## src/rtl/clk_div_ctrl_if.sv

```systemverilog
// Divisor-change bus between two requesting clients, the reconfiguration controller and the divider.
// master = client/config side, slave = controller side.
interface clk_div_ctrl_if #(
  parameter int DW = 16
);
  logic          req0;
  logic [DW-1:0] div0;
  logic          ack0;
  logic          req1;
  logic [DW-1:0] div1;
  logic          ack1;
  logic          err;
  logic [DW-1:0] divisor;
  logic          div_rst_n;
  logic          busy;

  modport master (
    output req0, div0, req1, div1,
    input  ack0, ack1, err, divisor, div_rst_n, busy
  );

  modport slave (
    input  req0, div0, req1, div1,
    output ack0, ack1, err, divisor, div_rst_n, busy
  );
endinterface

```

## src/rtl/clk_div_ctrl.sv

```systemverilog
// Arbitrates divisor-change requests from two clients and applies the winner at a divider period
// boundary, pulsing the divider reset so clkout restarts without runt or stretched pulses.
module clk_div_ctrl #(
  parameter int          DW         = 16,
  parameter int unsigned RESET_DIV  = 5,
  parameter int unsigned MIN_DIV    = 1,
  parameter int          RST_CYCLES = 2
) (
  input  logic           i_clkin,
  input  logic           i_reset,
  clk_div_ctrl_if.slave  bus
);

  localparam int            RW          = (RST_CYCLES > 1) ? $clog2(RST_CYCLES) : 1;
  localparam logic [DW-1:0] L_RESET_DIV = DW'(RESET_DIV);
  localparam logic [DW-1:0] L_MIN_DIV   = DW'(MIN_DIV);
  localparam logic [RW-1:0] L_RCNT_INIT = RW'(RST_CYCLES - 1);

  typedef enum logic [2:0] {
    S_IDLE,
    S_CHECK,
    S_WAIT,
    S_APPLY,
    S_RELEASE
  } state_t;

  state_t        r_state;
  logic [DW-1:0] r_divisor;
  logic [DW-1:0] r_pend;
  logic [DW-1:0] r_pcnt;
  logic [RW-1:0] r_rcnt;
  logic          r_div_rst_n;
  logic          r_gnt;
  logic          r_rr;
  logic          r_ack0;
  logic          r_ack1;
  logic          r_err;
  logic          r_busy;

  logic          w_boundary;
  logic          w_any_req;
  logic          w_pick1;

  assign w_boundary = (r_pcnt == r_divisor);
  assign w_any_req  = bus.req0 | bus.req1;
  // Client 1 wins when it is alone, or when both ask and the rr pointer favours it.
  assign w_pick1    = bus.req1 & (~bus.req0 | r_rr);

  // Phase of the attached divider: restarts from 0 whenever its reset is released.
  always_ff @(posedge i_clkin or negedge i_reset) begin
    if (!i_reset) begin
      r_pcnt <= '0;
    end else if (!r_div_rst_n || w_boundary) begin
      r_pcnt <= '0;
    end else begin
      r_pcnt <= r_pcnt + 1'b1;
    end
  end

  always_ff @(posedge i_clkin or negedge i_reset) begin
    if (!i_reset) begin
      r_state     <= S_IDLE;
      r_divisor   <= L_RESET_DIV;
      r_pend      <= '0;
      r_rcnt      <= '0;
      r_div_rst_n <= 1'b0;
      r_gnt       <= 1'b0;
      r_rr        <= 1'b0;
      r_ack0      <= 1'b0;
      r_ack1      <= 1'b0;
      r_err       <= 1'b0;
      r_busy      <= 1'b0;
    end else begin
      r_ack0 <= 1'b0;
      r_ack1 <= 1'b0;
      r_err  <= 1'b0;
      case (r_state)
        S_IDLE: begin
          r_div_rst_n <= 1'b1;
          if (w_any_req) begin
            r_gnt   <= w_pick1;
            r_pend  <= w_pick1 ? bus.div1 : bus.div0;
            if (bus.req0 && bus.req1) begin
              r_rr <= ~w_pick1;
            end
            r_state <= S_CHECK;
            r_busy  <= 1'b1;
          end
        end
        S_CHECK: begin
          if (r_pend < L_MIN_DIV) begin
            r_ack0  <= ~r_gnt;
            r_ack1  <= r_gnt;
            r_err   <= 1'b1;
            r_state <= S_IDLE;
            r_busy  <= 1'b0;
          end else if (r_pend == r_divisor) begin
            r_ack0  <= ~r_gnt;
            r_ack1  <= r_gnt;
            r_state <= S_IDLE;
            r_busy  <= 1'b0;
          end else begin
            r_state <= S_WAIT;
          end
        end
        S_WAIT: begin
          if (w_boundary) begin
            r_divisor   <= r_pend;
            r_div_rst_n <= 1'b0;
            r_rcnt      <= L_RCNT_INIT;
            r_state     <= S_APPLY;
          end
        end
        S_APPLY: begin
          // Releasing on the exit edge keeps the divider reset low for exactly RST_CYCLES cycles.
          if (r_rcnt == '0) begin
            r_div_rst_n <= 1'b1;
            r_state     <= S_RELEASE;
          end else begin
            r_rcnt <= r_rcnt - 1'b1;
          end
        end
        S_RELEASE: begin
          r_div_rst_n <= 1'b1;
          r_ack0      <= ~r_gnt;
          r_ack1      <= r_gnt;
          r_state     <= S_IDLE;
          r_busy      <= 1'b0;
        end
        default: begin
          r_state <= S_IDLE;
          r_busy  <= 1'b0;
        end
      endcase
    end
  end

  assign bus.ack0      = r_ack0;
  assign bus.ack1      = r_ack1;
  assign bus.err       = r_err;
  assign bus.divisor   = r_divisor;
  assign bus.div_rst_n = r_div_rst_n;
  assign bus.busy      = r_busy;

endmodule

```

## src/flat_wrapper.sv

```systemverilog
// flat-port wrapper written by rule: the top's interface ports become plain ports
module clk_div_ctrl_flat 
#(
  parameter int          DW         = 16,
  parameter int unsigned RESET_DIV  = 5,
  parameter int unsigned MIN_DIV    = 1,
  parameter int          RST_CYCLES = 2
)
  (i_clkin, i_reset, bus_req0, bus_div0, bus_req1, bus_div1, bus_ack0, bus_ack1, bus_err, bus_divisor, bus_div_rst_n, bus_busy);
  clk_div_ctrl_if #(.DW(DW)) bus_i ();
  input  logic i_clkin;
  input  logic i_reset;
  input wire logic [$bits(bus_i.req0)-1:0] bus_req0;
  input wire logic [$bits(bus_i.div0)-1:0] bus_div0;
  input wire logic [$bits(bus_i.req1)-1:0] bus_req1;
  input wire logic [$bits(bus_i.div1)-1:0] bus_div1;
  output wire logic [$bits(bus_i.ack0)-1:0] bus_ack0;
  output wire logic [$bits(bus_i.ack1)-1:0] bus_ack1;
  output wire logic [$bits(bus_i.err)-1:0] bus_err;
  output wire logic [$bits(bus_i.divisor)-1:0] bus_divisor;
  output wire logic [$bits(bus_i.div_rst_n)-1:0] bus_div_rst_n;
  output wire logic [$bits(bus_i.busy)-1:0] bus_busy;
  assign bus_i.req0 = bus_req0;
  assign bus_i.div0 = bus_div0;
  assign bus_i.req1 = bus_req1;
  assign bus_i.div1 = bus_div1;
  assign bus_ack0 = bus_i.ack0;
  assign bus_ack1 = bus_i.ack1;
  assign bus_err = bus_i.err;
  assign bus_divisor = bus_i.divisor;
  assign bus_div_rst_n = bus_i.div_rst_n;
  assign bus_busy = bus_i.busy;
  clk_div_ctrl #(.DW(DW), .RESET_DIV(RESET_DIV), .MIN_DIV(MIN_DIV), .RST_CYCLES(RST_CYCLES)) u_core (.i_clkin(i_clkin), .i_reset(i_reset), .bus(bus_i));
endmodule
```

## config.mk

```make
export PLATFORM = sky130hd
export DESIGN_NAME = clk_div_ctrl_flat
export DESIGN_NICKNAME = d
export VERILOG_FILES = /design/src/rtl/clk_div_ctrl_if.sv /design/src/rtl/clk_div_ctrl.sv /design/src/flat_wrapper.sv
export SDC_FILE = /design/constraint.sdc
export NUM_CORES = 1
export LEC_CHECK = 0
export CAP_MARGIN = 0
export CORE_MARGIN = 2
export CORE_UTILIZATION = 45
export DETAILED_ROUTE_END_ITERATION = 7
export PLACE_DENSITY = 0.71
export REMOVE_ABC_BUFFERS = 1
export SYNTH_ARGS = -nofsm -noshare
export SYNTH_HDL_FRONTEND = slang
export SYNTH_SLANG_ARGS = --single-unit
```

## constraint.sdc

```tcl
create_clock -name i_clkin -period 2.9 [get_ports i_clkin]
set_input_delay 0.435 -clock i_clkin [delete_from_list [all_inputs] [get_ports i_clkin]]
set_output_delay 0.435 -clock i_clkin [all_outputs]
set_load 0.01 [all_outputs]
```

# After elaboration in Yosys (flattened, before gate mapping)
# Cells that the tools add are included.
dict set report totals {
  input_bits 36
  reg_bits 59
}
dict set report op_classes {
  n_addsub 2
  mux 26
  magnitude_cmp 1
  n_eq_ne 10
  n_reduce_logical 15
  bitwise_logic 7
}
# operator count
set op_table {}
lappend op_table {{equality test 16 bit} 2}
lappend op_table {{two-way mux 16 bit} 2}
lappend op_table {{adder 16 x 1 -> 16 bit, second input constant} 1}
lappend op_table {{< comparator 16 x 1 -> 1 bit, second input constant} 1}
lappend op_table {{two-way mux 1 bit} 13}
lappend op_table {{two-way mux 3 bit} 4}
lappend op_table {{case mux 3 bit (4 select lines)} 1}
lappend op_table {{AND reduction 3 bit} 4}
lappend op_table {{equality test 3 x 2 -> 1 bit, second input constant} 2}
lappend op_table {{case mux 1 bit (2 select lines)} 3}
lappend op_table {{case mux 1 bit (3 select lines)} 2}
lappend op_table {{AND reduction 2 bit} 3}
lappend op_table {{inequality test 2 x 1 -> 1 bit, second input constant} 2}
lappend op_table {{inverter 1 bit} 4}
lappend op_table {{OR reduction 2 bit} 2}
lappend op_table {{equality test 3 x 1 -> 1 bit, second input constant} 1}
lappend op_table {{equality test 3 bit, second input constant} 1}
lappend op_table {{zero test 3 bit} 1}
lappend op_table {{inequality test 3 x 1 -> 1 bit, second input constant} 1}
lappend op_table {{nonzero test 3 bit} 1}
lappend op_table {{two-way mux 2 bit} 1}
lappend op_table {{inequality test 2 bit, second input constant} 1}
lappend op_table {{bitwise OR 1 bit} 2}
lappend op_table {{nonzero test 2 bit} 1}
lappend op_table {{5 further kinds} 5}

# Depth between registers and ports, before layout
dict set report logic_depth {
  word_depth 4
  mapped_depth 7
}

# Worst setup path after synthesis
# Ideal clock, no wire load.
dict set report synth_path {
  path_type {reg-to-reg}
  startpoint {register u_core.r_divisor[0] (netlist: u_core.bus.divisor[0])}
  endpoint {register u_core.r_divisor[10] (netlist: u_core.bus.divisor[10])}
  setup_time_ns 0.125
  stages_incl_launch_ff 8
  synth_period_minus_slack_ns 2.174
  t_arrival_ns 2.049
  path_slack_ns 0.726
  cell_sequence {dfstp_2 -> xor2_1 -> nor4_1 -> nand4_1 -> or3_1 -> buf_6 -> buf_12 -> mux2_4}
}
dict set report synth_via {
  elab_chain_cells 2
}
# element line_no
set synth_lines {}
lappend synth_lines {{start, declared} clk_div_ctrl.sv:28} ;# logic [DW-1:0] r_divisor;
lappend synth_lines {{start signal, assigned} clk_div_ctrl.sv:108} ;# r_divisor <= r_pend;
lappend synth_lines {{equality test 16 bit} clk_div_ctrl.sv:44} ;# assign w_boundary = (r_pcnt == r_divisor);
lappend synth_lines {{AND reduction 2 bit (no line)} -}
# Every way passes these cells.
# A chain may end at the register's enable or synchronous reset.

# Final worst setup path
dict set report layout_path {
  startpoint {register u_core.r_divisor[0] (netlist: u_core.bus.divisor[0])}
  endpoint {register u_core.r_divisor[6] (netlist: u_core.bus.divisor[6])}
}
# The elaborated chain is that of the path after synthesis.

==> summary.txt <==
Placement Cell Area: 0.003580 mm²
grt total ovfl: 0
Mean Syn Cell Area: 11.05 µm²
Crit. End Element: register
Warnings, synthesis: 0
Antenna Nets Post-Route: 0
worst IR drop on VDD: 0.5525 mV
peak per-stage delay on the critical path: 0.58 ns
IO buf count: 56
pwr/cell area: 838.8 mW/mm²
CP startpoint: u_core.bus.divisor[0]
final setup vio count: 0
vias in the first global route: 2128
sum of negative setup slack: 0 ns
HP Start: u_core.r_rr
GR Util met1: 23.89%
slowest CP cell: dfstp_2
core area: 0.006350 mm²
Final GP Congestion: 0.8387
Num CTS Buffers: 9
most frequent cells in the layout: dfrtp_1, clkdlybuf4s50_1, xor2_1
Netlist cell types: 37
Tot Pwr: 3.184 mW
Initial Utilization: 46.44%
crit path max fanout: 16
Max Cap Viol: 0
Die Area: 0.007217 mm²
Via density: 5.233
CTS Hold Bufs: 1
post-CTS sizing: 0
Fin. Hold Viols: 0
DR WL/cell: 14.69 µm
Req. time, crit path: 3.12 ns
H-tree Lvls: 3
drt pass-1 iters: 4
initial antenna violation count: 0
kind of critical path: reg -> reg
worst min path class: reg -> reg
R2R Path Start: u_core.bus.divisor[0]
post-layout util: 59.78%
area grow syn2layout: 28.72%
Layout Cells excl Fill: 412
CTS tree: yes
global route hottest layer: met2
Least-Margin Pin Slew: 0.4944 ns
CP Cell Sequence: xor2_1, nor4_1, nand4_1, or3_1, buf_4, mux2_4
max-slew violations: 0
final instance area: 0.003796 mm²
Max Clk Rate: 440.8 MHz
status: complete, no violations
ant diodes: 0
post-CTS setup buffer count: 0
nets@finish: 367
Iteration-0 DRC Markers: 80
CP arrival: 2.49 ns
mapped cell area: 0.002949 mm²
Worst setup SP type: register
clk slew on worst S/H paths: 0.06 ns
Syn Inst Count: 267
Tmin final: 2.269 ns
row count: 29
Fin Clk Skew: 0.005187 ns
DR vias: 2156
DRC errors left: 0
global-route wire length before repair: 10.06 mm
P_leak: 1.831 nW
met2 GRT Util: 28.13%
register area share after synthesis: 50.15%
dpl cells: 395
largest net degree at the start of global routing: 34
grt met3 use: 2.626%
most common cell after layout, fill and taps aside: dfrtp_1
Die W: 84.96 µm
pre-CTS setup slack: 0.6132 ns
worst setup margin: 0.6312 ns
CTS sink cnt: 59
RSZ-0062 raised after global routing: no
clock tree root driver cell: clkbuf_8
synthesized flop and latch total: 59
Tcrit/Tclk final: 78.23%
Die Ht: 84.96 µm
hold slack: 0.5067 ns
I/O pins: 57
dpl hpwl: 4.572 mm
wirelength, routed: 6.052 mm
CTS Buffer Depth: 2
clk_lat worst skew: 0.33 ns
share of cells above drive strength 1: 12.54%
GRT Total Usage: 17.85%
Rel. slew slack: 66.96%
worst paths after layout:
path                                          to  slack [ns]  cells past startpoint
max                        u_core.bus.divisor[6]        0.63                      6
max in group asynchronous       u_core.r_pend[5]        1.73                      3
max reg2reg                u_core.bus.divisor[6]        0.63                      6
min in group asynchronous      u_core.r_pcnt[10]        0.53                      2
min reg2reg                          u_core.r_rr        0.51                      1
min                                  u_core.r_rr        0.51                      1
cells in the mapped netlist (all sizes together):
cell / n / area share (%)
o21bai: 1 / 0.25
clkbuf: 6 / 0.76
dfrtp: 57 / 48
and3: 4 / 0.89
and2: 1 / 0.21
ha: 1 / 0.42
nor2: 20 / 2.5
o21a: 2 / 0.51
xnor2: 6 / 1.8
mux2i: 16 / 5.4
or3: 2 / 0.42
nand3: 7 / 1.2
dfstp: 2 / 1.8
or2: 1 / 0.21
inv: 3 / 0.38
o21ba: 1 / 0.34
a311oi: 2 / 0.59
nand2b: 1 / 0.21
buf: 4 / 1.4
nand2: 25 / 3.2
o21ai: 18 / 3.1
and4: 3 / 0.93
a21oi: 4 / 0.68
nor3: 3 / 0.51
nand4: 5 / 1.1
nor4: 12 / 2.5
o22ai: 1 / 0.21
o41ai: 1 / 0.30
mux2: 16 / 7.4
xor2: 41 / 12
o22a: 1 / 0.30
per-layer routing:
| metal | wire, µm | part of all wire [%] |
|---|---|---|
| met2 | 2829 | 47 |
| met3 | 228 | 3.8 |
| met1 | 2825 | 47 |
| met4 | 168 | 2.8 |
| met5 | 0 | 0 |
cells by family (layout without fill, tap and decap cells):
logic type | after synthesis | in the layout | share of synthesized area (%)
DFF | 59 | 59 | 50.15
and+or+nand+nor | 84 | 84 | 13.92
buffers and inverters | 13 | 81 | 2.503
adders and majority gates | 1 | 1 | 0.4242
muxes | 32 | 32 | 12.81
AOI/OAI and AO/OA | 31 | 31 | 6.237
xor gates and xnor gates | 47 | 47 | 13.96
cell type report:
class / instances / area, µm²
repair buffers: 62 / 603.1
clock buffers: 15 / 176.4
flip-flops and latches: 59 / 1479
well taps: 77 / 96.34
fillers: 548 / 2554
multi-input cells: 195 / 1400
clock inverters: 1 / 30.03
inverters: 3 / 11.26
report_power, final:
group	internal, mW	leakage [nW]	switching (mW)
Combinational	0.525	0.979	0.441
Clock	0.469	0.104	0.309
Sequential	1.08	0.748	0.358
Total	2.08	1.83	1.11
critical path: cells and delay by family (launching register included):
kind / cells / cell delay [ns]
buf+inv: 1 / 0.22
mux: 1 / 0.32
xor+xnor: 1 / 0.08
flops: 1 / 0.58
simple gates: 3 / 0.97
state kept, by name, summed over array words and instances (netlist names):
register / cells
u_core.bus.div_rst_n: 1
u_core.bus.busy: 1
u_core.r_state: 3
u_core.r_rcnt: 1
u_core.bus.ack0: 1
u_core.bus.ack1: 1
u_core.r_gnt: 1
u_core.r_pend: 16
u_core.r_pcnt: 16
u_core.r_rr: 1
u_core.bus.divisor: 16
u_core.bus.err: 1
Note: power is estimated with default switching activity, not from simulation.
==> RTL change 1: new RTL, config.mk and constraints unchanged <==
Re-encode `state_t` (5 states) as one-hot, 5 bits wide.
--- a/src/rtl/clk_div_ctrl.sv
+++ b/src/rtl/clk_div_ctrl.sv
@@ -16,12 +16,12 @@
   localparam logic [DW-1:0] L_MIN_DIV   = DW'(MIN_DIV);
   localparam logic [RW-1:0] L_RCNT_INIT = RW'(RST_CYCLES - 1);
 
-  typedef enum logic [2:0] {
-    S_IDLE,
-    S_CHECK,
-    S_WAIT,
-    S_APPLY,
-    S_RELEASE
+  typedef enum logic [4:0] {
+    S_IDLE    = 5'b00001,
+    S_CHECK   = 5'b00010,
+    S_WAIT    = 5'b00100,
+    S_APPLY   = 5'b01000,
+    S_RELEASE = 5'b10000
   } state_t;
 
   state_t        r_state;
Behaviour: no difference found for any inputs over 10 cycles, from zero or initial values and one cycle with i_reset low; not proved beyond that.
==> RTL change 1 against the original RTL <==
  * Clock power increased by 9.5%
  * Die area increased by 3.1%
  * Worst setup slack improved by 0.23 ns
  * Routed wire length increased by 7.8%
  * Clock skew increased by 0.0018 ns
  * Core utilization increased by 0.64 points
  * Sequential cell count increased by 2
  * Synthesized area increased by 3.3%
  * Count of clock-buffer cells in the layout decreased by 3
  * Design area increased by 2.8%
  * Total power increased by 7.0%
  * Critical path depth decreased by 1
  * Sequential share of layout area increased by 0.25 points
==> RTL change 1: results (changes against the original RTL) <==
[sta]
skew_ns = 0.00700  ; was 0.00519 ns
fin_crit_sh_pct = 70.4  ; was 78.2%
hold-worst-slack_ns = 0.0720  ; was 0.507 ns
slew_headroom_pct = 55.3  ; was 67.0%

[pwr]
p_leak_nw = 1.80  ; was 1.83 nW
combPwrFrac_pct = 31.8  ; was 30.3%
pwr-share-seq_pct = 43.2  ; was 45.2%
irDropWorstVdd_mv = 0.379  ; was 0.553 mV
swShare_pct = 34.3  ; was 34.8%

[global_route]
grt_pass1_wl_mm = 11.1  ; was 10.1 mm
grt.total_usage_pct = 19.6  ; was 17.8%

[critical_path]
reg2regPathDepth = 5  ; was 6
crit_path_start = u_core.bus.divisor[15]$_DFFE_PN0P_  ; was u_core.bus.divisor[0]$_DFFE_PN1P_
rrSetupSlack_ns = 0.86  ; was 0.63 ns
r2r_start = u_core.bus.divisor[15]$_DFFE_PN0P_  ; was u_core.bus.divisor[0]$_DFFE_PN1P_
reg2reg_to = u_core.bus.divisor[8]$_DFFE_PN0P_  ; was u_core.bus.divisor[6]$_DFFE_PN0P_

[place]
place_area_mm2 = 0.00368  ; was 0.00358 mm^2
post-dp-hpwl_mm = 4.76  ; was 4.57 mm
dpl.cell_count = 411  ; was 395
pre_cts_slack_ns = 0.871  ; was 0.613 ns

[min_path]
hold_path_class = input port to async pin  ; was flip-flop to flip-flop

[logic_synthesis]
seq_area_frac_synth_pct = 50.2  ; was 50.1%
synthAdderAreaFrac_pct = 0.411  ; was 0.424%
avgSynthCellArea_um2 = 10.8  ; was 11.0 um^2
synth_compound_gate_area_share_pct = 5.55  ; was 6.24%
muxShareOfSynthArea_pct = 12.0  ; was 12.8%
synth.top_cells.by_count = 58 x dfrtp_1, 43 x nor2_1, 24 x xnor2_1, 23 x xor2_1, 19 x a21oi_1  ; was 57 x dfrtp_1, 41 x xor2_1, 25 x nand2_1, 20 x nor2_1, 18 x o21ai_0
yosysUniqueCellTypes = 35  ; was 37
synth_area_leaders = dfrtp_1 48%, xnor2_1 6.9%, xor2_1 6.6%  ; was dfrtp_1 48%, xor2_1 12%, mux2i_1 5.4%

[outcome]
outcome = completed  ; unchanged

[final_layout]
instances_no_fill = 427  ; was 412
fin_nets = 382  ; was 367

-- RTL change 1: cell types whose count changed in the layout (fill, tap and decap cells not counted), sizes merged, moves of 2 or more --
cell / change
a311oi: -2
nand2: -14
nor3: +2
nand2b: +3
clkbuf: -3
o21ai: -12
xnor2: +18
a21oi: +15
nor2: +23
nor2b: +2
inv: +2
xor2: -18
or3: -2
clkinv: +2
-- RTL change 1: metal layers --
| layer | global-route usage, % | wire, um |
|---|---|---|
| met1 | 26.1 | 3020 |
| met2 | 29.7 | 3050 |
| met3 | 3.71 | 253 |
| met4 | 11.5 | 206 |
| met5 | 0 | 0 |
-- RTL change 1: critical path, stage by stage (launching register included) --
cell and delay (ns):
dfrtp_1 0.45, xor2_1 0.20, nor4_1 0.35, nand4_1 0.24, nand2b_4 0.34, mux2_4 0.35
-- RTL change 1: final cells by class --
class	count	area [um^2]
multi-input cells	208	1450
clock inverters	4	70.1
repair buffers	60	586
clock buffers	12	155
inverters	5	18.8
flip-flops and latches	61	1530
fillers	541	2560
well taps	77	96.3
==> RTL change 2: new RTL, same flow settings <==
Without the edit above. `DW` is set to 16 in 3 places; all go to 24.
--- a/src/rtl/clk_div_ctrl_if.sv
+++ b/src/rtl/clk_div_ctrl_if.sv
@@ -1,7 +1,7 @@
 // Divisor-change bus between two requesting clients, the reconfiguration controller and the divider.
 // master = client/config side, slave = controller side.
 interface clk_div_ctrl_if #(
-  parameter int DW = 16
+  parameter int DW = 24
 );
   logic          req0;
   logic [DW-1:0] div0;
--- a/src/rtl/clk_div_ctrl.sv
+++ b/src/rtl/clk_div_ctrl.sv
@@ -1,7 +1,7 @@
 // Arbitrates divisor-change requests from two clients and applies the winner at a divider period
 // boundary, pulsing the divider reset so clkout restarts without runt or stretched pulses.
 module clk_div_ctrl #(
-  parameter int          DW         = 16,
+  parameter int          DW         = 24,
   parameter int unsigned RESET_DIV  = 5,
   parameter int unsigned MIN_DIV    = 1,
   parameter int          RST_CYCLES = 2
--- a/src/flat_wrapper.sv
+++ b/src/flat_wrapper.sv
@@ -1,7 +1,7 @@
 // flat-port wrapper written by rule: the top's interface ports become plain ports
 module clk_div_ctrl_flat 
 #(
-  parameter int          DW         = 16,
+  parameter int          DW         = 24,
   parameter int unsigned RESET_DIV  = 5,
   parameter int unsigned MIN_DIV    = 1,
   parameter int          RST_CYCLES = 2
Interface: changed (resized bus_div0, bus_div1 and bus_divisor); port bits go from 57 to 81. The function was not compared with the original's and may differ.
==> RTL change 2 against the original RTL <==
  * Synthesized cell count is 49% higher
  * Clock skew is 0.0061 ns higher
  * Design area is 44% higher
  * Die area is 44% higher
  * Largest power group unchanged
  * Synthesized area is 46% higher
  * Total power is 15% higher
  * Sequential cell count is 24 higher
  * Routed wire length is 64% higher
  * Largest cell class is now multi-input combinational cells
  * Worst setup slack better by 0.048 ns
==> RTL change 2: results (changes against the original RTL) <==
[logic_synthesis]
avgSynthCellArea_um2 = 10.8  ; was 11.0 um^2
synth.top_cells.by_count = 81 x dfrtp_1, 61 x xor2_1, 57 x nor2_1, 26 x a21oi_1, 25 x mux2i_1  ; was 57 x dfrtp_1, 41 x xor2_1, 25 x nand2_1, 20 x nor2_1, 18 x o21ai_0
synth_area_leaders = dfrtp_1 47%, xor2_1 12%, mux2_4 7.0%  ; was dfrtp_1 48%, xor2_1 12%, mux2i_1 5.4%
netlist_instances = 397  ; was 267
yosysUniqueCellTypes = 38  ; was 37
seq_area_frac_synth_pct = 48.3  ; was 50.1%
synthAdderAreaFrac_pct = 0.291  ; was 0.424%
synthXorXnorAreaFrac_pct = 14.4  ; was 14.0%
synth_compound_gate_area_share_pct = 4.85  ; was 6.24%
muxShareOfSynthArea_pct = 13.8  ; was 12.8%

[clocking]
clk_pin_slew_worst_paths_ns = 0.09  ; was 0.06 ns
numClockSinks = 83  ; was 59
clk_latency_ns = 0.36  ; was 0.33 ns

[routing]
wl_met2_mm = 4.69  ; was 2.83 mm
drtIter0Drc = 100  ; was 80
wl_met3_um = 481  ; was 228 um

[final_layout]
instances_no_fill = 610  ; was 412
nClkBuffers = 11  ; was 15
buffers = 84  ; was 62
nFillCells = 783  ; was 548
final-nonclk-buf-share_pct = 15.2  ; was 15.9%
nMultiInputCombCells = 290  ; was 195
regArea_mm2 = 0.00208  ; was 0.00148 mm^2
areaGrowthSynthToFinish_pct = 26.8  ; was 28.7%
multi_input_area_mm2 = 0.00213  ; was 0.00140 mm^2

[global_route]
met1_usage_pct = 27.7  ; was 23.9%
grt_max_degree = 84  ; was 34
use_met2_pct = 32.6  ; was 28.1%
grt_use_met3_pct = 5.18  ; was 2.63%
grt_pass1_wl_mm = 16.3  ; was 10.1 mm
grt_pass1_vias = 3225  ; was 2128
grt.total_usage_pct = 20.4  ; was 17.8%

[sta]
skew_ns = 0.0113  ; was 0.00519 ns
tightest_slew_ns = 1.06  ; was 0.494 ns

[critical_path]
crit_fanout = 24  ; was 16
reg2regPathDepth = 6  ; unchanged
arrival_ns = 2.47  ; was 2.49 ns

[pwr]
swShare_pct = 34.6  ; was 34.8%
clock_power_share_pct = 25.7  ; was 24.4%
pwr-share-seq_pct = 47.7  ; was 45.2%
irDropWorstVdd_mv = 0.307  ; was 0.553 mV
p_leak_nw = 2.41  ; was 1.83 nW
fin_total_pwr_mw = 3.68  ; was 3.18 mW

[outcome]
outcome = completed  ; unchanged

[place]
dpl.cell_count = 594  ; was 395
port_buffers = 80  ; was 56
pre_cts_slack_ns = 0.677  ; was 0.613 ns

==> RTL change 2: cell types whose count changed after synthesis, sizes merged, moves of 9 or more <==
cell,delta
nor2,+37
nand2,-15
mux2i,+9
o21ai,-13
dfrtp,+24
xor2,+20
a21oi,+22
==> RTL change 2: path summary, 6_finish.rpt <==
| path | start | endpoint | slack [ns] |
|---|---|---|---|
| min reg2reg | u_core.r_gnt$_DFFE_PN0P_ | u_core.bus.ack0$_DFF_PN0_ | 0.43 |
| max reg2reg | u_core.bus.divisor[0]$_DFFE_PN1P_ | u_core.bus.divisor[19]$_DFFE_PN0P_ | 0.68 |
| min in group i_clkin | u_core.r_gnt$_DFFE_PN0P_ | u_core.bus.ack0$_DFF_PN0_ | 0.43 |
| max in group asynchronous | i_reset | u_core.bus.divisor[16]$_DFFE_PN0P_ | 1.95 |
| min | i_reset | u_core.r_pcnt[3]$_DFF_PN0_ | 0.24 |
| max | u_core.bus.divisor[0]$_DFFE_PN1P_ | u_core.bus.divisor[19]$_DFFE_PN0P_ | 0.68 |
